==> config.mk <==
export PLATFORM = sky130hd
export DESIGN_NAME = fetch_pc_unit_flat
export DESIGN_NICKNAME = d
export VERILOG_FILES = /design/src/rtl/fetch_pc_unit_pkg.sv /design/src/rtl/fetch_pc_unit_if.sv /design/src/rtl/fetch_pc_unit_sat_counter16.sv /design/src/rtl/fetch_pc_unit.sv /design/src/flat_wrapper.sv
export SDC_FILE = /design/constraint.sdc
export NUM_CORES = 1
export LEC_CHECK = 0
export ABC_AREA = 1
export ABC_CLOCK_PERIOD_IN_PS = 2200
export CAP_MARGIN = 20
export CORE_ASPECT_RATIO = 0.5
export CORE_UTILIZATION = 39
export CTS_CLUSTER_SIZE = 30
export DETAILED_ROUTE_END_ITERATION = 6
export PLACE_DENSITY = 0.78
export REMOVE_ABC_BUFFERS = 1
export SYNTH_ARGS = -nofsm -noshare
export SYNTH_HDL_FRONTEND = slang
export SYNTH_HIERARCHICAL = 1
export SYNTH_SLANG_ARGS = --single-unit
==> constraint.sdc <==
create_clock -name clk -period 2.2 [get_ports clk]
set_clock_uncertainty 0.2 [all_clocks]
set_input_delay 0.44 -clock clk [delete_from_list [all_inputs] [get_ports clk]]
set_output_delay 0.44 -clock clk [all_outputs]
set_load 0.005 [all_outputs]
==> src/rtl/fetch_pc_unit_pkg.sv <==
// ============================================================================
// Module   : fetch_pkg
// Brief    : Shared types and constants for the WISC IF-stage PC sequencer.
// Revision : 1.0 - initial release
// ============================================================================
`default_nettype none

package fetch_pkg;

  typedef logic [15:0] pc_t;

  typedef enum logic [0:0] {
    RUN  = 1'b0,
    HALT = 1'b1
  } fetch_state_t;

  localparam logic [3:0] OPC_HLT = 4'hF;
  localparam pc_t        PC_INC  = 16'd2;

endpackage

`default_nettype wire

==> src/rtl/fetch_pc_unit_if.sv <==
// ============================================================================
// Module   : fetch_pc_unit_if
// Brief    : Fetch-unit bus: imem/predictor inputs, ID resolution, IF/ID outputs.
// Revision : 1.0 - initial release
// ============================================================================
`default_nettype none

interface fetch_pc_unit_if;

  logic [15:0] instr;
  logic        stall;
  logic        predicted_taken;
  logic [15:0] predicted_target;
  logic        was_branch;
  logic        branch_mispredicted;
  logic        actual_taken;
  logic [15:0] actual_target;

  logic [15:0] PC_curr;
  logic [15:0] PC_next;
  logic        bp_enable;
  logic [15:0] IF_ID_instr;
  logic [15:0] IF_ID_PC_curr;
  logic [15:0] IF_ID_PC_next;
  logic        IF_ID_predicted_taken;
  logic [15:0] IF_ID_predicted_target;
  logic        IF_ID_valid;
  logic        halted;
  logic [15:0] branch_cnt;
  logic [15:0] mispredict_cnt;

  // master = the fetch unit itself
  modport master (
    input  instr, stall, predicted_taken, predicted_target,
           was_branch, branch_mispredicted, actual_taken, actual_target,
    output PC_curr, PC_next, bp_enable,
           IF_ID_instr, IF_ID_PC_curr, IF_ID_PC_next,
           IF_ID_predicted_taken, IF_ID_predicted_target, IF_ID_valid,
           halted, branch_cnt, mispredict_cnt
  );

  modport slave (
    output instr, stall, predicted_taken, predicted_target,
           was_branch, branch_mispredicted, actual_taken, actual_target,
    input  PC_curr, PC_next, bp_enable,
           IF_ID_instr, IF_ID_PC_curr, IF_ID_PC_next,
           IF_ID_predicted_taken, IF_ID_predicted_target, IF_ID_valid,
           halted, branch_cnt, mispredict_cnt
  );

endinterface

`default_nettype wire

==> src/rtl/fetch_pc_unit_sat_counter16.sv <==
// ============================================================================
// Module   : sat_counter16
// Brief    : 16-bit up-counter that sticks at 16'hFFFF instead of wrapping.
// Revision : 1.0 - initial release
// ============================================================================
`default_nettype none

module sat_counter16 (
  input  wire logic        clk,
  input  wire logic        rst_n,
  input  wire logic        inc,
  output logic [15:0]      count
);

  localparam logic [15:0] C_MAX = 16'hFFFF;

  logic [15:0] r_count;

  always_ff @(posedge clk or negedge rst_n) begin
    if (!rst_n) begin
      r_count <= '0;
    end else if (inc && (r_count != C_MAX)) begin
      r_count <= r_count + 16'd1;
    end
  end

  assign count = r_count;

endmodule

`default_nettype wire

==> src/rtl/fetch_pc_unit.sv <==
// ============================================================================
// Module   : fetch_pc_unit
// Brief    : IF-stage PC sequencer, HLT tracking and IF/ID pipeline register.
// Revision : 1.0 - initial release
// ============================================================================
`default_nettype none

module fetch_pc_unit
  import fetch_pkg::*;
#(
  parameter pc_t         RESET_PC  = 16'h0000,
  parameter logic [15:0] NOP_INSTR = 16'h0000
) (
  input  wire logic        clk,
  input  wire logic        rst_n,
  fetch_pc_unit_if.master  bus
);

  fetch_state_t r_state;
  fetch_state_t w_state_nxt;
  pc_t          r_pc;
  pc_t          w_pc_nxt;
  pc_t          w_pc_plus;
  pc_t          w_redirect_pc;
  logic         w_is_hlt;

  logic [15:0]  r_if_id_instr;
  pc_t          r_if_id_pc_curr;
  pc_t          r_if_id_pc_next;
  logic         r_if_id_pred_taken;
  pc_t          r_if_id_pred_target;
  logic         r_if_id_valid;

  assign w_pc_plus     = r_pc + PC_INC;
  assign w_redirect_pc = bus.actual_taken ? bus.actual_target : r_if_id_pc_next;
  assign w_is_hlt      = (bus.instr[15:12] == OPC_HLT);

  // A mispredict outranks stall and HALT: it squashes whatever was fetched.
  always_comb begin
    w_pc_nxt    = r_pc;
    w_state_nxt = r_state;
    if (bus.branch_mispredicted) begin
      w_pc_nxt    = w_redirect_pc;
      w_state_nxt = RUN;
    end else if (bus.stall) begin
      w_pc_nxt = r_pc;
    end else if (r_state == HALT) begin
      w_pc_nxt = r_pc;
    end else if (w_is_hlt) begin
      w_pc_nxt    = r_pc;
      w_state_nxt = HALT;
    end else if (bus.predicted_taken) begin
      w_pc_nxt = bus.predicted_target;
    end else begin
      w_pc_nxt = w_pc_plus;
    end
  end

  always_ff @(posedge clk or negedge rst_n) begin
    if (!rst_n) begin
      r_pc    <= RESET_PC;
      r_state <= RUN;
    end else begin
      r_pc    <= w_pc_nxt;
      r_state <= w_state_nxt;
    end
  end

  always_ff @(posedge clk or negedge rst_n) begin
    if (!rst_n) begin
      r_if_id_instr       <= NOP_INSTR;
      r_if_id_pc_curr     <= '0;
      r_if_id_pc_next     <= '0;
      r_if_id_pred_taken  <= 1'b0;
      r_if_id_pred_target <= '0;
      r_if_id_valid       <= 1'b0;
    end else if (bus.branch_mispredicted || (!bus.stall && (r_state == HALT))) begin
      r_if_id_instr       <= NOP_INSTR;
      r_if_id_pc_curr     <= '0;
      r_if_id_pc_next     <= '0;
      r_if_id_pred_taken  <= 1'b0;
      r_if_id_pred_target <= '0;
      r_if_id_valid       <= 1'b0;
    end else if (!bus.stall) begin
      // The HLT instruction itself travels down the pipe as a valid entry.
      r_if_id_instr       <= bus.instr;
      r_if_id_pc_curr     <= r_pc;
      r_if_id_pc_next     <= w_pc_plus;
      r_if_id_pred_taken  <= bus.predicted_taken;
      r_if_id_pred_target <= bus.predicted_target;
      r_if_id_valid       <= 1'b1;
    end
  end

  sat_counter16 u_branch_cnt (
    .clk   (clk),
    .rst_n (rst_n),
    .inc   (bus.was_branch),
    .count (bus.branch_cnt)
  );

  sat_counter16 u_mispredict_cnt (
    .clk   (clk),
    .rst_n (rst_n),
    .inc   (bus.branch_mispredicted),
    .count (bus.mispredict_cnt)
  );

  assign bus.PC_curr                = r_pc;
  assign bus.PC_next                = w_pc_plus;
  assign bus.bp_enable              = ~bus.stall;
  assign bus.IF_ID_instr            = r_if_id_instr;
  assign bus.IF_ID_PC_curr          = r_if_id_pc_curr;
  assign bus.IF_ID_PC_next          = r_if_id_pc_next;
  assign bus.IF_ID_predicted_taken  = r_if_id_pred_taken;
  assign bus.IF_ID_predicted_target = r_if_id_pred_target;
  assign bus.IF_ID_valid            = r_if_id_valid;
  assign bus.halted                 = (r_state == HALT);

endmodule

`default_nettype wire

==> src/flat_wrapper.sv <==
// flat-port wrapper written by rule: the top's interface ports become plain ports
module fetch_pc_unit_flat import fetch_pkg::*;
#(
  parameter pc_t         RESET_PC  = 16'h0000,
  parameter logic [15:0] NOP_INSTR = 16'h0000
)
  (clk, rst_n, bus_instr, bus_stall, bus_predicted_taken, bus_predicted_target, bus_was_branch, bus_branch_mispredicted, bus_actual_taken, bus_actual_target, bus_PC_curr, bus_PC_next, bus_bp_enable, bus_IF_ID_instr, bus_IF_ID_PC_curr, bus_IF_ID_PC_next, bus_IF_ID_predicted_taken, bus_IF_ID_predicted_target, bus_IF_ID_valid, bus_halted, bus_branch_cnt, bus_mispredict_cnt);
  fetch_pc_unit_if bus_i ();
  input  wire logic clk;
  input  wire logic rst_n;
  input wire logic [$bits(bus_i.instr)-1:0] bus_instr;
  input wire logic [$bits(bus_i.stall)-1:0] bus_stall;
  input wire logic [$bits(bus_i.predicted_taken)-1:0] bus_predicted_taken;
  input wire logic [$bits(bus_i.predicted_target)-1:0] bus_predicted_target;
  input wire logic [$bits(bus_i.was_branch)-1:0] bus_was_branch;
  input wire logic [$bits(bus_i.branch_mispredicted)-1:0] bus_branch_mispredicted;
  input wire logic [$bits(bus_i.actual_taken)-1:0] bus_actual_taken;
  input wire logic [$bits(bus_i.actual_target)-1:0] bus_actual_target;
  output wire logic [$bits(bus_i.PC_curr)-1:0] bus_PC_curr;
  output wire logic [$bits(bus_i.PC_next)-1:0] bus_PC_next;
  output wire logic [$bits(bus_i.bp_enable)-1:0] bus_bp_enable;
  output wire logic [$bits(bus_i.IF_ID_instr)-1:0] bus_IF_ID_instr;
  output wire logic [$bits(bus_i.IF_ID_PC_curr)-1:0] bus_IF_ID_PC_curr;
  output wire logic [$bits(bus_i.IF_ID_PC_next)-1:0] bus_IF_ID_PC_next;
  output wire logic [$bits(bus_i.IF_ID_predicted_taken)-1:0] bus_IF_ID_predicted_taken;
  output wire logic [$bits(bus_i.IF_ID_predicted_target)-1:0] bus_IF_ID_predicted_target;
  output wire logic [$bits(bus_i.IF_ID_valid)-1:0] bus_IF_ID_valid;
  output wire logic [$bits(bus_i.halted)-1:0] bus_halted;
  output wire logic [$bits(bus_i.branch_cnt)-1:0] bus_branch_cnt;
  output wire logic [$bits(bus_i.mispredict_cnt)-1:0] bus_mispredict_cnt;
  assign bus_i.instr = bus_instr;
  assign bus_i.stall = bus_stall;
  assign bus_i.predicted_taken = bus_predicted_taken;
  assign bus_i.predicted_target = bus_predicted_target;
  assign bus_i.was_branch = bus_was_branch;
  assign bus_i.branch_mispredicted = bus_branch_mispredicted;
  assign bus_i.actual_taken = bus_actual_taken;
  assign bus_i.actual_target = bus_actual_target;
  assign bus_PC_curr = bus_i.PC_curr;
  assign bus_PC_next = bus_i.PC_next;
  assign bus_bp_enable = bus_i.bp_enable;
  assign bus_IF_ID_instr = bus_i.IF_ID_instr;
  assign bus_IF_ID_PC_curr = bus_i.IF_ID_PC_curr;
  assign bus_IF_ID_PC_next = bus_i.IF_ID_PC_next;
  assign bus_IF_ID_predicted_taken = bus_i.IF_ID_predicted_taken;
  assign bus_IF_ID_predicted_target = bus_i.IF_ID_predicted_target;
  assign bus_IF_ID_valid = bus_i.IF_ID_valid;
  assign bus_halted = bus_i.halted;
  assign bus_branch_cnt = bus_i.branch_cnt;
  assign bus_mispredict_cnt = bus_i.mispredict_cnt;
  fetch_pc_unit #(.RESET_PC(RESET_PC), .NOP_INSTR(NOP_INSTR)) u_core (.clk(clk), .rst_n(rst_n), .bus(bus_i));
endmodule
Word-level counts from Yosys, hierarchy flattened
Cells that the tools add are included. W data, S select, Z words.

Flip-flop bits (word level): 115. Word-level logic and storage cells: 49. Output and inout port bits: 132.

Multiplexer cells: 22. Add/sub/neg operators: 3. Equality and inequality tests: 7. Reductions and logical operators: 6. Bitwise gates (word level): 1.

Operator list (count): $mux W16 (14); $add A16 B1 Y16 const B (2); $ne A16 B16 Y1 const B (2); $add A16 B2 Y16 const B (1); $mux W1 (8); $eq A4 B4 Y1 const B (1); $ne A2 B1 Y1 const B (2); $ne A2 B2 Y1 const B (2); $logic_and A1 B1 Y1 (3); $reduce_and A3 Y1 (1); $logic_not A1 Y1 (1); $logic_or A1 B1 Y1 (1); $not A1 Y1 (1).

Longest topological paths before layout
Gate-level depths: netlist of run 1.

Depth in word-level cells: 6. Gate-level depth with buffers: 9. Depth with buffers taken out: 9.

Cells and area by module
The synthesis of run 1 kept the hierarchy.

By module, submodules not included: fetch_pc_unit (times used 1, area an instance 3794.9 um^2, cells each 444); sat_counter16 (times used 2, area an instance 1058.5 um^2, cells each 149).

Worst setup path before layout of run 1
No wires, ideal clock.

Path kind: register -> output. Start: register u_core.r_pc[1], in the netlist u_core/bus.PC_curr[1]. End: output bus_PC_next[11]. Stages on the path, launching flop included: 7. Slack: 330 ps. Data arrival time: 1230 ps. Buffers on the path: 0. Cells stage by stage: dfrtp_1 ha_1 nand3_1 inv_1 nand2_1 o21ai_0 and2_1.

Cells in the longest elaborated chain, start to end: 1.

Ends and longest elaborated chain: start, declared (RTL line fetch_pc_unit.sv:21) `pc_t r_pc;`; start signal, assigned (RTL line fetch_pc_unit.sv:64) `r_pc <= w_pc_nxt;`; $add A16 B2 Y16 (RTL line fetch_pc_unit.sv:34) `assign w_pc_plus = r_pc + PC_INC;`; end, declared (RTL line flat_wrapper.sv:20) `output wire logic [$bits(bus_i.PC_next)-1:0] bus_PC_next;`.

No other way between the ends.

Worst setup path in the final report of run 1
Start: register u_core.r_pc[7], in the netlist u_core/bus.PC_curr[7]. End: register u_core.r_pc[11], in the netlist u_core/bus.PC_curr[11].

Cells in the longest elaborated chain, start to end: 6.

Ends and longest elaborated chain: $add A16 B2 Y16 (RTL line fetch_pc_unit.sv:34); $mux W16 (RTL line fetch_pc_unit.sv:52) `end else if (bus.predicted_taken) begin`; $mux W16 (RTL line fetch_pc_unit.sv:49) `end else if (w_is_hlt) begin`; $mux W16 (RTL line fetch_pc_unit.sv:47) `end else if (r_state == HALT) begin`; $mux W16 (RTL line fetch_pc_unit.sv:45) `end else if (bus.stall) begin`; $mux W16 (RTL line fetch_pc_unit.sv:42) `if (bus.branch_mispredicted) begin`.

No other way between the ends. The select of a mux whose other input is x is not followed. A chain may end at the register's enable or synchronous reset.

==> flow_summary_export.csv, run 1 <==
group,metric,value,unit
outcome,outcome,"complete, but fails checks",
outcome,violations,"setup timing",
pwr,peakVddDrop,473,uV
route,totalWireLength,22100,um
clock_tree,path_clk_slew,0.06,ns
sta,hold_violations,0,
clock_tree,cts.sinks,114,
sta,finalMaxSlewViolations,0,
layout,diodes,0,
yosys,synth.area.top_cells,"dfrtp_1, nand2_1, o21ai_0",
yosys,yosysMostFrequentCell,"nand2_1",
yosys,synth-simple-area-share,0.274,
clock_tree,htreeDepth,4,
sta,max_freq,407,MHz
sta,worstMarginPinSlew,0.553,ns
yosys,synth_commonest_cells,"nand2_1, dfrtp_1, nor2_1, o21ai_0, inv_1",
global_route,use_met3,0.0612,
global_route,grt_use_total,0.274,
global_route,busiest_layer,"met2",
yosys,synth_fa_ha_area_frac,0.00635,
route,via_per_inst,5.31,
yosys,yosysSeqAreaShare,0.483,
layout,nFillCells,1072,
setup_path,worstSetupPathType,"reg -> reg",
sta,relSlewSlack,0.631,
setup_path,cpMostUsedCell,"buf_4",
layout,finish.utilization,0.656,
min_path,min_path_cells,2,
setup_path,rrSetupSlack,-0.26,ns
die,start_util,0.404,
die,coreArea,14600,um2
die,ios,187,
pwr,leakage,4.42,nW
clock_tree,cts_buffers,17,
sta,timing.hold.ws,0.276,ns
yosys,yosys_warnings,6,
route,routedWlPerCell,18.0,um
layout,multiInputGateArea,2870,um2
global_route,overflow,0,
setup_path,cp_slowest_cell,"dfrtp_1",
setup_path,worstPathCellList,"buf_4 > nand2_2 > nor2_2 > nand2_4 > nor2_2 > nand2_1 > buf_4 > buf_4 > buf_4 > buf_4 > buf_4 > buf_4 > buf_4 > nand3_2 > a21oi_2",
place,io_buffers,186,
place,gp_congestion,0.889,
yosys,async_flop_share,1.00,
pwr,pwr_density_cell,833,nW/um2
route,postRouteAntennaNets,0,
die,die_h,89.1,um
yosys,synth_xor_area_frac,0.0267,
setup_path,start_kind,"flop",
yosys,synth_top_family_by_area,"simple AND/OR/NAND/NOR gates",
setup_path,r2r-end,"u_core/bus.PC_curr[11]",
sta,fin_crit,2.46,ns
sta,rsz0062_at_grt,"yes",
run,cap_violations,0,
yosys,ys_types,31,
global_route,grt_pass1_wl,33000,um
setup_path,r2r-start,"u_core/bus.PC_curr[7]",
route,firstDrtPassIters,5,
yosys,muxShareOfSynthArea,0,
route,drc,0,
setup_path,worstRegToRegCells,15,
layout,area_delta_synth_final,62.3,%
clock_tree,worstSkewPairLatency,0.41,ns
setup_path,critPathArrivalTime,2.56,ns
setup_path,crit_path_end_kind,"flop",
yosys,synth_cells,742,
yosys,synth_area,5910,um2
global_route,use_met1,0.328,
clock_tree,root_buffer,"clkbuf_16",
layout,fin_nets,1073,
yosys,yosys.area.top_type,"dfrtp_1",
global_route,met2_usage,0.470,
sta,setup_violations,13,
yosys,netlist.area_leader.share,0.483,
yosys,synth-seq-cells,114,
place,placed_cells,1152,
die,rows,31,
global_route,grt_pass1_vias,6419,
yosys,synth_edf_count,0,
die,die_w,176,um
layout,finalNonFillerCells,1226,
place,dp_hpwl,13500,um
sta,layout_setup_ws,-0.260,ns
sta,fin_crit_sh,1.12,
global_route,grt_max_degree,41,
min_path,hp-start,"u_core/bus.IF_ID_valid",
clock_tree,cts_max_path_buffers,2,
setup_path,slowest_delay,0.42,ns
yosys,synth-compound-area-share,0.132,
layout,regArea,2850,um2
layout,drive_gt1_frac,0.230,
yosys,synth_flop_cell,"dfrtp_1",
clock_tree,cts_tree,"built",
min_path,hold_path.class,"reg -> reg",
setup_path,crit_fanout,3,
route,first_iter_violations,666,
route,vias,6514,
setup_path,required,2.30,ns
min_path,whs_endpoint,"u_core/bus.IF_ID_valid",
die,fp.dieArea,15700,um2
yosys,avgSynthCellArea,7.97,um2
global_route,antenna_found_initial,0,
sequential cells by signal, summed over array words and instances, names as in the netlist:
name and count:
u_core/bus.PC_curr 16, u_core/bus.IF_ID_predicted_taken 1, u_core/bus.IF_ID_valid 1, u_core/bus.halted 1
u_core/u_branch_cnt/count 16, u_core/bus.IF_ID_instr 16, u_core/bus.IF_ID_PC_curr 16, u_core/bus.IF_ID_predicted_target 16
u_core/u_mispredict_cnt/count 16, u_core/bus.IF_ID_PC_next 15
how the worst max path moves through the flow:
stage	cells after the start	slack (ns)	to	from
floorplan	6	-0.14	u_core/bus.IF_ID_PC_next[4]	bus_stall
global placement	7	-0.18	bus_PC_next[11]	u_core/bus.PC_curr[1]
detailed placement	7	-0.20	bus_PC_next[11]	u_core/bus.PC_curr[2]
CTS	8	-0.15	bus_PC_next[11]	u_core/bus.PC_curr[2]
global route	15	-0.30	u_core/bus.PC_curr[11]	u_core/bus.PC_curr[7]
finish	15	-0.26	u_core/bus.PC_curr[11]	u_core/bus.PC_curr[7]
layout make-up:
| type | count | share of cell area |
|---|---|---|
| clock buffers | 19 | 0.0462 |
| clock inverters | 13 | 0.0241 |
| inverters | 77 | 0.0306 |
| multi-input cells | 525 | 0.299 |
| flip-flops and latches | 114 | 0.297 |
| well taps | 198 | 0.0258 |
| repair buffers | 280 | 0.276 |
cells in the final DEF (no fill, tap or decap), types with 3 or more instances in the layout:
cell,synthesis,layout
nand2_2,9,24
nand3_2,1,8
a22o_1,21,21
nor2_4,9,16
o22ai_1,19,19
o21ai_0,70,68
xnor2_1,10,10
buf_12,0,6
a21oi_2,1,3
clkdlybuf4s50_1,0,165
dfrtp_1,114,113
inv_1,69,65
clkbuf_16,0,17
o21ai_2,4,6
xor2_2,0,5
a21oi_1,15,13
nor2_1,79,67
nor2_2,6,11
nand4_1,13,13
inv_2,6,9
nand2_4,1,3
nand3_1,24,15
and2_4,0,3
buf_4,4,77
buf_2,3,9
bufinv_16,0,6
buf_6,7,15
nand2_1,224,207
dlymetal6s2s_1,0,4
power breakdown:
group,switching (mW),internal [mW],leakage [nW]
logic,0.992,1.12,2.65
registers,0.309,2.37,1.45
clock network,1.05,2.16,0.324
layer usage:
metal / vias up / part of all wire
met2: 355 / 0.48
met4: 0 / 0.045
met1: 3108 / 0.39
li1: 2938 / -
met5: - / 0
met3: 113 / 0.078
cells by family (layout without fill, tap and decap cells):
kind of cell,after synthesis,after routing
simple gates,372,372
xor+xnor,18,18
flops,114,114
buf+inv,103,389
compound gates,132,132
fa+ha+maj,3,3
worst max-delay path, delay by kind of cell (launching register included):
kind                   cells  cell delay (ns)
flip-flops                 1             0.42
AO/OA/AOI/OAI              1             0.06
AND/OR/NAND/NOR            6             0.62
buffers and inverters      8             1.04
repair_timing:
action | in CTS | in global routing
buffers inserted | 35 | 11
hold buffers | 1 | 0
pin swaps | 26 | 18
endpoints found under the setup margin | 15 | 17
resized for setup | 114 | 35
endpoints found under the hold margin | 32 | 0
stage by stage:
stage	cell area (um2)	setup slack (ns)	setup TNS, ns	power (mW)
after floorplan	5740	-0.140	-3.04	3.30
after global placement	8300	-0.183	-1.14	4.48
after detailed placement	8300	-0.200	-2.09	4.53
after CTS	9380	-0.148	-0.705	7.84
after global routing	9590	-0.296	-2.71	8.30
final	9590	-0.260	-2.20	8.00
(Power assumes the default switching activity.)
==> run 2, diff against run 1 <==
--- a/config.mk
+++ b/config.mk
@@ -7,11 +7,12 @@
 export LEC_CHECK = 0
 export ABC_AREA = 1
 export ABC_CLOCK_PERIOD_IN_PS = 2200
-export CAP_MARGIN = 20
+export CAP_MARGIN = 0
 export CORE_ASPECT_RATIO = 0.5
 export CORE_UTILIZATION = 39
 export CTS_CLUSTER_SIZE = 30
 export DETAILED_ROUTE_END_ITERATION = 6
+export HOLD_SLACK_MARGIN = 0.06
 export PLACE_DENSITY = 0.78
 export REMOVE_ABC_BUFFERS = 1
 export SYNTH_ARGS = -nofsm -noshare
==> results of run 2 <==
The final DEF is identical to that of run 1; final timing and power are the same.
